$ cat src/rtl/rc4_keystream_gen_pkg.sv
`default_nettype none
// +----------------------------------------------------------------------+
// | rc4_pkg                                                              |
// | Shared state encoding and sizing constants for the RC4 engine.       |
// | Revision: 1.0                                                        |
// +----------------------------------------------------------------------+
package rc4_pkg;

  localparam int S_SIZE = 256;
  localparam int BYTE_W = 8;

  typedef enum logic [3:0] {
    IDLE,
    INIT,
    K_RI,
    K_CI,
    K_CJ,
    K_WJ,
    P_I,
    P_CI,
    P_CJ,
    P_WJ,
    P_RK,
    P_CK,
    P_OUT,
    DONE
  } rc4_state_t;

endpackage
`default_nettype wire

$ cat src/rtl/rc4_keystream_gen_if.sv
`default_nettype none
// +----------------------------------------------------------------------+
// | rc4_keystream_gen_if                                                 |
// | S-memory port and keystream valid/ready stream of the RC4 engine.    |
// | Revision: 1.0                                                        |
// +----------------------------------------------------------------------+
interface rc4_keystream_gen_if;
  import rc4_pkg::*;

  logic [BYTE_W-1:0] ram_addr;
  logic [BYTE_W-1:0] ram_wdata;
  logic              ram_we;
  logic [BYTE_W-1:0] ram_rdata;
  logic              ks_valid;
  logic              ks_ready;
  logic [BYTE_W-1:0] ks_data;
  logic [15:0]       ks_index;

  modport master (
    output ram_addr, ram_wdata, ram_we,
    input  ram_rdata,
    output ks_valid,
    input  ks_ready,
    output ks_data, ks_index
  );

  modport slave (
    input  ram_addr, ram_wdata, ram_we,
    output ram_rdata,
    input  ks_valid,
    output ks_ready,
    input  ks_data, ks_index
  );

endinterface
`default_nettype wire

$ cat src/rtl/rc4_keystream_gen_key_byte_sel.sv
`default_nettype none
// +----------------------------------------------------------------------+
// | rc4_key_byte_sel                                                     |
// | Picks key byte idx (MSB byte first) and the wrapped next index.      |
// | Revision: 1.0                                                        |
// +----------------------------------------------------------------------+
module rc4_key_byte_sel
  import rc4_pkg::*;
#(
  parameter int KEY_BYTES = 3,
  parameter int IDX_W     = (KEY_BYTES > 1) ? $clog2(KEY_BYTES) : 1
) (
  input  logic [8*KEY_BYTES-1:0] key_i,
  input  logic [IDX_W-1:0]       idx_i,
  output logic [BYTE_W-1:0]      byte_o,
  output logic [IDX_W-1:0]       idx_next_o
);

  always_comb begin
    byte_o = '0;
    for (int k = 0; k < KEY_BYTES; k++) begin
      if (idx_i == IDX_W'(k)) begin
        byte_o = key_i[8*(KEY_BYTES-k)-1 -: 8];
      end
    end
  end

  // Compare-and-clear wrap keeps non-power-of-two key lengths cheap.
  assign idx_next_o = (idx_i == IDX_W'(KEY_BYTES - 1)) ? '0 : idx_i + IDX_W'(1);

endmodule
`default_nettype wire

$ cat src/rtl/rc4_keystream_gen.sv
`default_nettype none
// +----------------------------------------------------------------------+
// | rc4_keystream_gen                                                    |
// | RC4 KSA + PRGA engine driving an external 256x8 S-memory.            |
// | Revision: 1.0                                                        |
// +----------------------------------------------------------------------+
module rc4_keystream_gen
  import rc4_pkg::*;
#(
  parameter int KEY_BYTES = 3,
  parameter int MSG_LEN   = 32,
  parameter int INIT_S    = 1
) (
  input  logic                   clk,
  input  logic                   reset,
  input  logic [8*KEY_BYTES-1:0] key,
  input  logic                   start,
  output logic                   busy,
  output logic                   done,
  rc4_keystream_gen_if.master    bus
);

  localparam int KIDX_W = (KEY_BYTES > 1) ? $clog2(KEY_BYTES) : 1;
  localparam logic [BYTE_W-1:0] LAST_IDX = BYTE_W'(S_SIZE - 1);

  rc4_state_t        state_q, state_d;
  logic [BYTE_W-1:0] i_q, i_d, j_q, j_d;
  logic [BYTE_W-1:0] si_q, si_d, sj_q, sj_d;
  logic [BYTE_W-1:0] ks_data_q, ks_data_d;
  logic [15:0]       count_q, count_d;
  logic [KIDX_W-1:0] kidx_q, kidx_d, kidx_next;
  logic [BYTE_W-1:0] key_byte, j_ksa, j_prga;
  logic [BYTE_W-1:0] addr_w, wdata_w;
  logic              we_w, valid_w;

  rc4_key_byte_sel #(
    .KEY_BYTES (KEY_BYTES),
    .IDX_W     (KIDX_W)
  ) u_key_sel (
    .key_i      (key),
    .idx_i      (kidx_q),
    .byte_o     (key_byte),
    .idx_next_o (kidx_next)
  );

  assign j_ksa  = j_q + bus.ram_rdata + key_byte;
  assign j_prga = j_q + bus.ram_rdata;

  always_ff @(posedge clk or posedge reset) begin
    if (reset) begin
      state_q   <= IDLE;
      i_q       <= '0;
      j_q       <= '0;
      si_q      <= '0;
      sj_q      <= '0;
      ks_data_q <= '0;
      count_q   <= '0;
      kidx_q    <= '0;
    end else begin
      state_q   <= state_d;
      i_q       <= i_d;
      j_q       <= j_d;
      si_q      <= si_d;
      sj_q      <= sj_d;
      ks_data_q <= ks_data_d;
      count_q   <= count_d;
      kidx_q    <= kidx_d;
    end
  end

  always_comb begin
    state_d   = state_q;
    i_d       = i_q;
    j_d       = j_q;
    si_d      = si_q;
    sj_d      = sj_q;
    ks_data_d = ks_data_q;
    count_d   = count_q;
    kidx_d    = kidx_q;
    addr_w    = '0;
    wdata_w   = '0;
    we_w      = 1'b0;
    valid_w   = 1'b0;
    case (state_q)
      IDLE: begin
        if (start) begin
          state_d = (INIT_S != 0) ? INIT : K_RI;
          i_d     = '0;
          j_d     = '0;
          kidx_d  = '0;
          count_d = '0;
        end
      end
      INIT: begin
        we_w    = 1'b1;
        addr_w  = i_q;
        wdata_w = i_q;
        i_d     = i_q + 8'd1;
        if (i_q == LAST_IDX) state_d = K_RI;
      end
      K_RI: begin
        addr_w  = i_q;
        state_d = K_CI;
      end
      K_CI: begin
        si_d    = bus.ram_rdata;
        j_d     = j_ksa;
        addr_w  = j_ksa;
        state_d = K_CJ;
      end
      K_CJ: begin
        sj_d    = bus.ram_rdata;
        we_w    = 1'b1;
        addr_w  = i_q;
        wdata_w = bus.ram_rdata;
        state_d = K_WJ;
      end
      K_WJ: begin
        we_w    = 1'b1;
        addr_w  = j_q;
        wdata_w = si_q;
        i_d     = i_q + 8'd1;
        kidx_d  = kidx_next;
        // i wraps to 0 on its own; only j needs clearing for the PRGA.
        if (i_q == LAST_IDX) begin
          j_d     = '0;
          state_d = P_I;
        end else begin
          state_d = K_RI;
        end
      end
      P_I: begin
        i_d     = i_q + 8'd1;
        addr_w  = i_q + 8'd1;
        state_d = P_CI;
      end
      P_CI: begin
        si_d    = bus.ram_rdata;
        j_d     = j_prga;
        addr_w  = j_prga;
        state_d = P_CJ;
      end
      P_CJ: begin
        sj_d    = bus.ram_rdata;
        we_w    = 1'b1;
        addr_w  = i_q;
        wdata_w = bus.ram_rdata;
        state_d = P_WJ;
      end
      P_WJ: begin
        we_w    = 1'b1;
        addr_w  = j_q;
        wdata_w = si_q;
        state_d = P_RK;
      end
      P_RK: begin
        addr_w  = si_q + sj_q;
        state_d = P_CK;
      end
      P_CK: begin
        ks_data_d = bus.ram_rdata;
        state_d   = P_OUT;
      end
      P_OUT: begin
        valid_w = 1'b1;
        if (bus.ks_ready) begin
          count_d = count_q + 16'd1;
          state_d = (count_d == 16'(MSG_LEN)) ? DONE : P_I;
        end
      end
      DONE: begin
        if (!start) state_d = IDLE;
      end
      default: state_d = IDLE;
    endcase
  end

  assign bus.ram_addr  = addr_w;
  assign bus.ram_wdata = wdata_w;
  assign bus.ram_we    = we_w;
  assign bus.ks_valid  = valid_w;
  assign bus.ks_data   = ks_data_q;
  assign bus.ks_index  = count_q;
  assign busy          = (state_q != IDLE) && (state_q != DONE);
  assign done          = (state_q == DONE);

endmodule
`default_nettype wire

$ cat src/flat_wrapper.sv
// flat-port wrapper written by rule: the top's interface ports become plain ports
module rc4_keystream_gen_flat import rc4_pkg::*;
#(
  parameter int KEY_BYTES = 3,
  parameter int MSG_LEN   = 32,
  parameter int INIT_S    = 1
)
  (clk, reset, key, start, busy, done, bus_ram_addr, bus_ram_wdata, bus_ram_we, bus_ram_rdata, bus_ks_valid, bus_ks_ready, bus_ks_data, bus_ks_index);
  rc4_keystream_gen_if bus_i ();
  input  logic clk;
  input  logic reset;
  input  logic [8*KEY_BYTES-1:0] key;
  input  logic start;
  output logic busy;
  output logic done;
  output wire logic [$bits(bus_i.ram_addr)-1:0] bus_ram_addr;
  output wire logic [$bits(bus_i.ram_wdata)-1:0] bus_ram_wdata;
  output wire logic [$bits(bus_i.ram_we)-1:0] bus_ram_we;
  input wire logic [$bits(bus_i.ram_rdata)-1:0] bus_ram_rdata;
  output wire logic [$bits(bus_i.ks_valid)-1:0] bus_ks_valid;
  input wire logic [$bits(bus_i.ks_ready)-1:0] bus_ks_ready;
  output wire logic [$bits(bus_i.ks_data)-1:0] bus_ks_data;
  output wire logic [$bits(bus_i.ks_index)-1:0] bus_ks_index;
  assign bus_ram_addr = bus_i.ram_addr;
  assign bus_ram_wdata = bus_i.ram_wdata;
  assign bus_ram_we = bus_i.ram_we;
  assign bus_i.ram_rdata = bus_ram_rdata;
  assign bus_ks_valid = bus_i.ks_valid;
  assign bus_i.ks_ready = bus_ks_ready;
  assign bus_ks_data = bus_i.ks_data;
  assign bus_ks_index = bus_i.ks_index;
  rc4_keystream_gen #(.KEY_BYTES(KEY_BYTES), .MSG_LEN(MSG_LEN), .INIT_S(INIT_S)) u_core (.clk(clk), .reset(reset), .key(key), .start(start), .busy(busy), .done(done), .bus(bus_i));
endmodule
$ cat config.mk
export PLATFORM = sky130hd
export DESIGN_NAME = rc4_keystream_gen_flat
export DESIGN_NICKNAME = d
export VERILOG_FILES = /design/src/rtl/rc4_keystream_gen_pkg.sv /design/src/rtl/rc4_keystream_gen_if.sv /design/src/rtl/rc4_keystream_gen_key_byte_sel.sv /design/src/rtl/rc4_keystream_gen.sv /design/src/flat_wrapper.sv
export SDC_FILE = /design/constraint.sdc
export NUM_CORES = 1
export LEC_CHECK = 0
export ABC_AREA = 1
export CAP_MARGIN = 20
export CORE_MARGIN = 2
export CORE_UTILIZATION = 41
export CTS_BUF_LIST = sky130_fd_sc_hd__clkbuf_8 sky130_fd_sc_hd__clkbuf_16
export DETAILED_ROUTE_END_ITERATION = 6
export PLACE_DENSITY_LB_ADDON = 0.05
export SETUP_SLACK_MARGIN = 0.5
export SLEW_MARGIN = 15
export SYNTH_ARGS = -nofsm -noshare
export SYNTH_HDL_FRONTEND = slang
export SYNTH_SLANG_ARGS = --single-unit
$ cat constraint.sdc
create_clock -name clk -period 3.8 [get_ports clk]
set_clock_uncertainty 0.05 [all_clocks]
set_input_delay 0.57 -clock clk [delete_from_list [all_inputs] [get_ports clk]]
set_output_delay 0.57 -clock clk [all_outputs]
set_load 0.05 [all_outputs]
=== Word level (Yosys, flattened, before mapping) ===
Cells that the tools add are included.

* Mux-type cells: 24
* Reduce and logical (&&, ||, !) cells: 19
* Magnitude comparators: 0
* Shifts and indexed selects: 0
* Equal/unequal tests: 23
* Div/mod/pow operators: 0
* Multipliers: 0
* Add/sub/neg operators: 6
* Bitwise gates (word level): 0

{| class="wikitable"
|+ Operators by type and width
! operator !! count
|-
| $pmux W4 S14 || 1
|-
| $pmux W8 S6 || 1
|-
| $mux W8 || 5
|-
| $mux W16 || 2
|-
| $pmux W16 S2 || 1
|-
| $pmux W8 S4 || 1
|-
| $add A8 B8 Y8 || 3
|-
| $eq A4 B4 Y1 const B || 6
|-
| $pmux W8 S3 || 1
|-
| $mux W4 || 5
|-
| $add A16 B1 Y16 const B || 1
|-
| $eq A16 B6 Y1 const B || 1
|-
| $eq A4 B3 Y1 const B || 4
|-
| $pmux W8 S2 || 1
|-
| $add A8 B1 Y8 const B || 1
|-
| $eq A4 B2 Y1 const B || 2
|-
| $eq A8 B8 Y1 const B || 1
|-
| $reduce_bool A4 Y1 || 2
|-
| $ne A2 B2 Y1 const B || 3
|-
| $reduce_and A3 Y1 || 2
|-
| $reduce_bool A2 Y1 || 3
|-
| $reduce_or A2 Y1 || 3
|-
| $reduce_or A5 Y1 || 1
|-
| $eq A4 B1 Y1 const B || 1
|-
| other kinds (16) || 20
|}

* RAM bits: 0
* Memories: 0
* Flip-flop bits (word level): 62
* Latch bits: 0
* ROM bits: 0
* Word-level logic and storage cells: 80
* Output and inout bits: 44
* Bits of input ports: 36

=== Logic depth before layout (Yosys ltp) ===
* Word-level depth: 6
* Mapped depth: 17
* Depth with buffers taken out: 16

=== Cells and area by module ===
Synthesis repeated with hierarchy kept, for this count alone.

* Cell total of the unflattened synthesis: 640
* Area, all modules: 4534.3 µm²

{| class="wikitable"
|+ Modules (own cells, without submodules)
! module !! sequential area each (µm²) !! area an instance (µm²) !! times used !! cells an instance
|-
| rc4_keystream_gen || 1551.5 || 4339.2 || 1 || 602
|-
| rc4_key_byte_sel || 0.0 || 195.2 || 1 || 38
|}

=== Worst setup path after synthesis ===
OpenSTA, ideal clock, no wires.

* Path kind: input-to-output
* From: input bus_ram_rdata[0]
* To: output bus_ram_addr[7]
* Path slack: 414 ps
* Arrival: 2766 ps
* Path buffers: 0
* Stages on the path: 14
* Cells stage by stage: ha_1 -> fa_1 -> a31oi_1 -> nand2_1 -> nand2_1 -> inv_1 -> ha_1 -> a21oi_1 -> o31ai_1 -> a21oi_1 -> inv_1 -> nand2_1 -> nand3_1 -> nand2_1

* Word-level cells in the longest chain between the ends: 3

{| class="wikitable"
|+ Ends and longest elaborated chain
! what !! line !! text
|-
| from (decl) || flat_wrapper.sv:19 || <nowiki>input wire logic [$bits(bus_i.ram_rdata)-1:0] bus_ram_rdata;</nowiki>
|-
| $add A8 B8 Y8 * || rc4_keystream_gen.sv:46, rc4_keystream_gen.sv:47 ||
|-
| $add A8 B8 Y8 || rc4_keystream_gen.sv:46 || <nowiki>assign j_ksa = j_q + bus.ram_rdata + key_byte;</nowiki>
|-
| $pmux W8 S6 * || rc4_keystream_gen.sv:84 || <nowiki>case (state_q)</nowiki>
|-
| to (decl) || flat_wrapper.sv:16 || <nowiki>output wire logic [$bits(bus_i.ram_addr)-1:0] bus_ram_addr;</nowiki>
|}

Every way passes the cells marked *; elsewhere a longest branch is shown, timed or not.

=== Worst setup path after layout ===
* From: input bus_ram_rdata[6]
* To: output bus_ram_addr[7]

The elaborated chain is that of the path after synthesis.

==> metrics.txt <==
# TYPE chip_impl_metric gauge
chip_impl_metric{name="fraction_of_final_layout_cells_sized_beyond_drive_strength_1",unit="%"} 17.2
chip_impl_info{name="outcome",value="completed"} 1
chip_impl_info{name="crit_slowest_cell",value="clkdlybuf4s50_1"} 1
chip_impl_metric{name="finish.cell_count_without_fillers",unit=""} 894
chip_impl_metric{name="hold_depth",unit=""} 2
chip_impl_info{name="worst_hold_startpoint",value="u_core.sj_q[0]"} 1
chip_impl_metric{name="r2r.worst_path.cells",unit=""} 14
chip_impl_metric{name="layout-area-overhead-vs-synth",unit="%"} 37.8
chip_impl_metric{name="synth_top_area_share",unit="%"} 34.2
chip_impl_metric{name="dp_hpwl",unit="um"} 9980
chip_impl_metric{name="route.detailed.vias_per_inst",unit=""} 5.17
chip_impl_metric{name="wire_length_of_the_first_global_routing_pass",unit="um"} 21500
chip_impl_info{name="cts.root.buffer_cell",value="clkbuf_8"} 1
chip_impl_metric{name="die_area",unit="sq um"} 11900
chip_impl_metric{name="synth_enable_flop_cells",unit=""} 0
chip_impl_metric{name="timing.critical_path.fanout_max",unit=""} 3
chip_impl_metric{name="crit_buf_inv",unit=""} 2
chip_impl_metric{name="p_clk_share",unit="%"} 10.2
chip_impl_info{name="critPathMostFrequentCell",value="nand3_1"} 1
chip_impl_metric{name="grt_pass1_vias",unit=""} 4521
chip_impl_info{name="regToRegEndpoint",value="u_core.j_q[7]"} 1
chip_impl_metric{name="portBuffers",unit=""} 79
chip_impl_info{name="synthFlopType",value="dfrtp_1"} 1
chip_impl_metric{name="synthesized_flop_and_latch_total",unit=""} 62
chip_impl_metric{name="max-cap-violations",unit=""} 0
chip_impl_metric{name="final_worst_path_period_share",unit="%"} 92.9
chip_impl_metric{name="timing.reg2reg.setup_slack",unit="ns"} 1.20
chip_impl_metric{name="worst_skew_pair.late_latency",unit="ns"} 0.34
chip_impl_metric{name="seq_power_share",unit="%"} 19.2
chip_impl_metric{name="synth.avg_cell_area",unit="sq um"} 7.07
chip_impl_metric{name="powerDensity",unit="nW/um^2"} 928
chip_impl_metric{name="cp.arrival",unit="ns"} 2.91
chip_impl_metric{name="pre_cts_ws",unit="ns"} -0.177
chip_impl_metric{name="globalRouteTotalUtil",unit="%"} 23.1
chip_impl_metric{name="die_w",unit="um"} 109
chip_impl_info{name="crit_family",value="simple AND/OR/NAND/NOR gates"} 1
chip_impl_info{name="hold_path_class",value="reg -> reg"} 1
chip_impl_info{name="startpoint_of_the_lowest_slack_register_to_register_path",value="u_core.j_q[2]"} 1
chip_impl_metric{name="first_iter_violations",unit=""} 199
chip_impl_info{name="post_synth_main_area_contributors",value="dfrtp_1 (34%), nand2_1 (15%), inv_1 (7.2%)"} 1
chip_impl_metric{name="global_route.overflow_total",unit=""} 0
chip_impl_metric{name="postSynth.asyncResetShare",unit="%"} 100
chip_impl_metric{name="crit_required",unit="ns"} 3.18
chip_impl_metric{name="yosys.cell_types.count",unit=""} 41
chip_impl_metric{name="synth.yosys.warnings",unit=""} 0
chip_impl_metric{name="clock_sinks",unit=""} 62
chip_impl_info{name="grt_setup_unrepaired",value="true"} 1
chip_impl_metric{name="fp-row-count",unit=""} 38
chip_impl_metric{name="drt_pre_antenna_iters",unit=""} 5
chip_impl_metric{name="crit_path_max_incr_delay",unit="ns"} 0.49
chip_impl_metric{name="drtAntennaViolNets",unit=""} 0
chip_impl_metric{name="antennaDiodeCount",unit=""} 0
chip_impl_metric{name="synthesis.area",unit="sq um"} 4530
chip_impl_info{name="min_to",value="u_core.sj_q[0]"} 1
chip_impl_metric{name="initial_utilization",unit="%"} 42.0
chip_impl_metric{name="placed_cells_incl_taps",unit=""} 874
chip_impl_metric{name="die_boundary_height",unit="um"} 109
chip_impl_metric{name="drcViolationCount",unit=""} 0
chip_impl_metric{name="ioPinCount",unit=""} 80
chip_impl_metric{name="slew-limit-headroom",unit="%"} 44.7
chip_impl_metric{name="worstMarginPinSlew",unit="ns"} 0.830
chip_impl_info{name="clock_tree_from_tritoncts",value="yes"} 1
chip_impl_metric{name="swShare",unit="%"} 51.4
chip_impl_metric{name="p_switching",unit="mW"} 2.98
chip_impl_info{name="crit_path_cells",value="clkdlybuf4s50_1 -> ha_1 -> a21oi_1 -> a21boi_0 -> nand3_1 -> nand3_1 -> o211ai_1 -> nor2_1 -> nand2_2 -> buf_12"} 1
chip_impl_metric{name="max_clock_freq",unit="MHz"} 283
chip_impl_metric{name="worstSetupPathDepth",unit=""} 10
chip_impl_info{name="path_class",value="in -> out"} 1
chip_impl_metric{name="yosysSeqAreaShare",unit="%"} 34.2
chip_impl_metric{name="detail_route.wirelength",unit="um"} 13100
chip_impl_metric{name="fin_ws",unit="ns"} 0.271
chip_impl_metric{name="maximum_clock_insertion_buffer_count",unit=""} 2
chip_impl_metric{name="path_clk_slew",unit="ns"} 0.07
chip_impl_info{name="endpoint_kind",value="output port"} 1
chip_impl_metric{name="power.ir.vdd_worst",unit="uV"} 502
chip_impl_metric{name="via_count",unit=""} 4624
chip_impl_metric{name="antenna_found_initial",unit=""} 0
chip_impl_metric{name="nNetsFinal",unit=""} 811
chip_impl_info{name="cell_type_with_the_highest_aggregate_area_in_the_netlist",value="dfrtp_1"} 1
chip_impl_metric{name="grt_max_degree",unit=""} 63
chip_impl_metric{name="cell_count_after_synthesis",unit=""} 641
chip_impl_metric{name="cts-buffers-inserted",unit=""} 9
chip_impl_metric{name="power.share.combinational",unit="%"} 70.6
chip_impl_metric{name="syn_nets",unit=""} 703
chip_impl_metric{name="layout_min_cycle_time",unit="ns"} 3.53
chip_impl_metric{name="coreArea",unit="sq um"} 10800
chip_impl_metric{name="finalMaxSlewViolations",unit=""} 0
chip_impl_metric{name="cts_max_level",unit=""} 3
chip_impl_metric{name="post_drt_wl_per_cell",unit="um"} 14.7
chip_impl_metric{name="final_hold_viol_count",unit=""} 0
chip_impl_metric{name="leakagePower",unit="nW"} 3.04
chip_impl_metric{name="power.internal",unit="mW"} 2.81
chip_impl_metric{name="gp_congestion",unit=""} 0.892
chip_impl_info{name="worst_setup_path_start_kind",value="input pin"} 1
chip_impl_metric{name="timing.final.setup_violations",unit=""} 0
## worst max-delay path by stage
stage	startpoint	endpoint	slack, ns
2_1_floorplan	bus_ram_rdata[0]	bus_ram_addr[7]	0.52
4_1_cts	u_core.j_q[0]	bus_ram_addr[7]	0.35
6_report	bus_ram_rdata[6]	bus_ram_addr[7]	0.27
3_5_place_dp	bus_ram_rdata[0]	bus_ram_addr[2]	-0.18
3_3_place_gp	bus_ram_rdata[0]	bus_ram_addr[6]	-0.13
5_1_grt	bus_ram_rdata[4]	bus_ram_addr[7]	0.17
## what timing repair did
action                                  CTS  global route
pin swaps                                14            17
resized for setup                        44            44
hold buffers                              0             0
gates cloned                              0             0
setup buffers                             1             3
endpoints found under the setup margin    8            16
## state kept, by name (all words and copies together), names as in the netlist
name,count
u_core.bus.ks_data,8
u_core.bus.ks_index,16
u_core.i_q,8
u_core.j_q,8
u_core.kidx_q,2
u_core.si_q,8
u_core.sj_q,8
u_core.state_q,4
## cell families (layout without fill, tap and decap cells)
kind of cell             Yosys count  after routing  synth area share, %
AO/OA/AOI/OAI                    119            119                 15.9
flip-flops                        62             62                 34.2
buffers and inverters            103            216                 8.89
AND/OR/NAND/NOR                  315            315                 30.2
XOR/XNOR                          16             16                 3.09
adder cells (fa/ha/maj)           26             26                 7.67
## worst register-to-register path, delay by kind of cell (launching register included)
family | cells | cell delay, ns
adder cells (fa/ha/maj) | 2 | 0.59
AO/OA/AOI/OAI | 4 | 0.71
XOR/XNOR | 1 | 0.13
buffers and inverters | 3 | 0.25
flip-flops | 1 | 0.44
AND/OR/NAND/NOR | 4 | 0.32
## per-layer routing
layer	part of all wire, %	GRT usage (%)
met1	45	30.8
met2	49	38.8
met3	4.1	4.18
met4	1.6	5.40
met5	0	0
## power by group through the flow
stage	clock (mW)	sequential (mW)	combinational (mW)
2_1_floorplan	0	1.24	2.23
3_3_place_gp	0	1.11	3.56
3_5_place_dp	0	1.11	3.61
4_1_cts	0.600	1.11	3.76
5_1_grt	0.633	1.15	4.49
6_report	0.592	1.11	4.09
## per-stage QoR
step | power, mW | util, % | area, sq um | setup TNS (ns) | hold WS (ns)
2_1_floorplan | 3.47 | - | 4550 | 0 | 0.398
3_3_place_gp | 4.66 | 52.7 | 5690 | -0.532 | 0.416
3_5_place_dp | 4.72 | 52.7 | 5690 | -0.719 | 0.420
4_1_cts | 5.47 | 55.9 | 6040 | 0 | 0.440
5_1_grt | 6.27 | 57.9 | 6250 | 0 | 0.458
6_report | 5.80 | 57.9 | 6250 | 0 | 0.436
## Yosys cell counts, drive strengths merged, types with 6 or more instances
cell	count
ha	23
o211ai	10
nand2	182
nand4	10
o22ai	16
nand3	50
o21ai	43
nor3	6
xor2	13
a21oi	30
nor2	64
dfrtp	62
inv	97
## cell type report
cell class                      instances  area (sq um)
Clock buffer                            9           124
Timing Repair Buffer                  103          1050
Multi-Input combinational cell        476          2900
Fill cell                            1009          4540
Sequential cell                        62          1550
Clock inverter                          7          75.1
Inverter                               97           372
Tap cell                              140           175
## placed cells by master (no fill, tap or decap), types with 9 or more instances in the layout
master	Yosys	layout
nand2_1	179	173
inv_1	87	82
ha_1	23	14
o21ai_0	38	35
clkbuf_8	0	9
xor2_1	13	10
dlymetal6s2s_1	0	9
nand4_1	10	10
o211ai_1	10	10
nor2_1	56	52
clkdlybuf4s50_1	0	56
o22ai_1	16	16
buf_4	0	23
nand3_1	50	43
a21oi_1	29	22
dfrtp_1	62	61
inv_2	8	12
(Power assumes the default switching activity.)
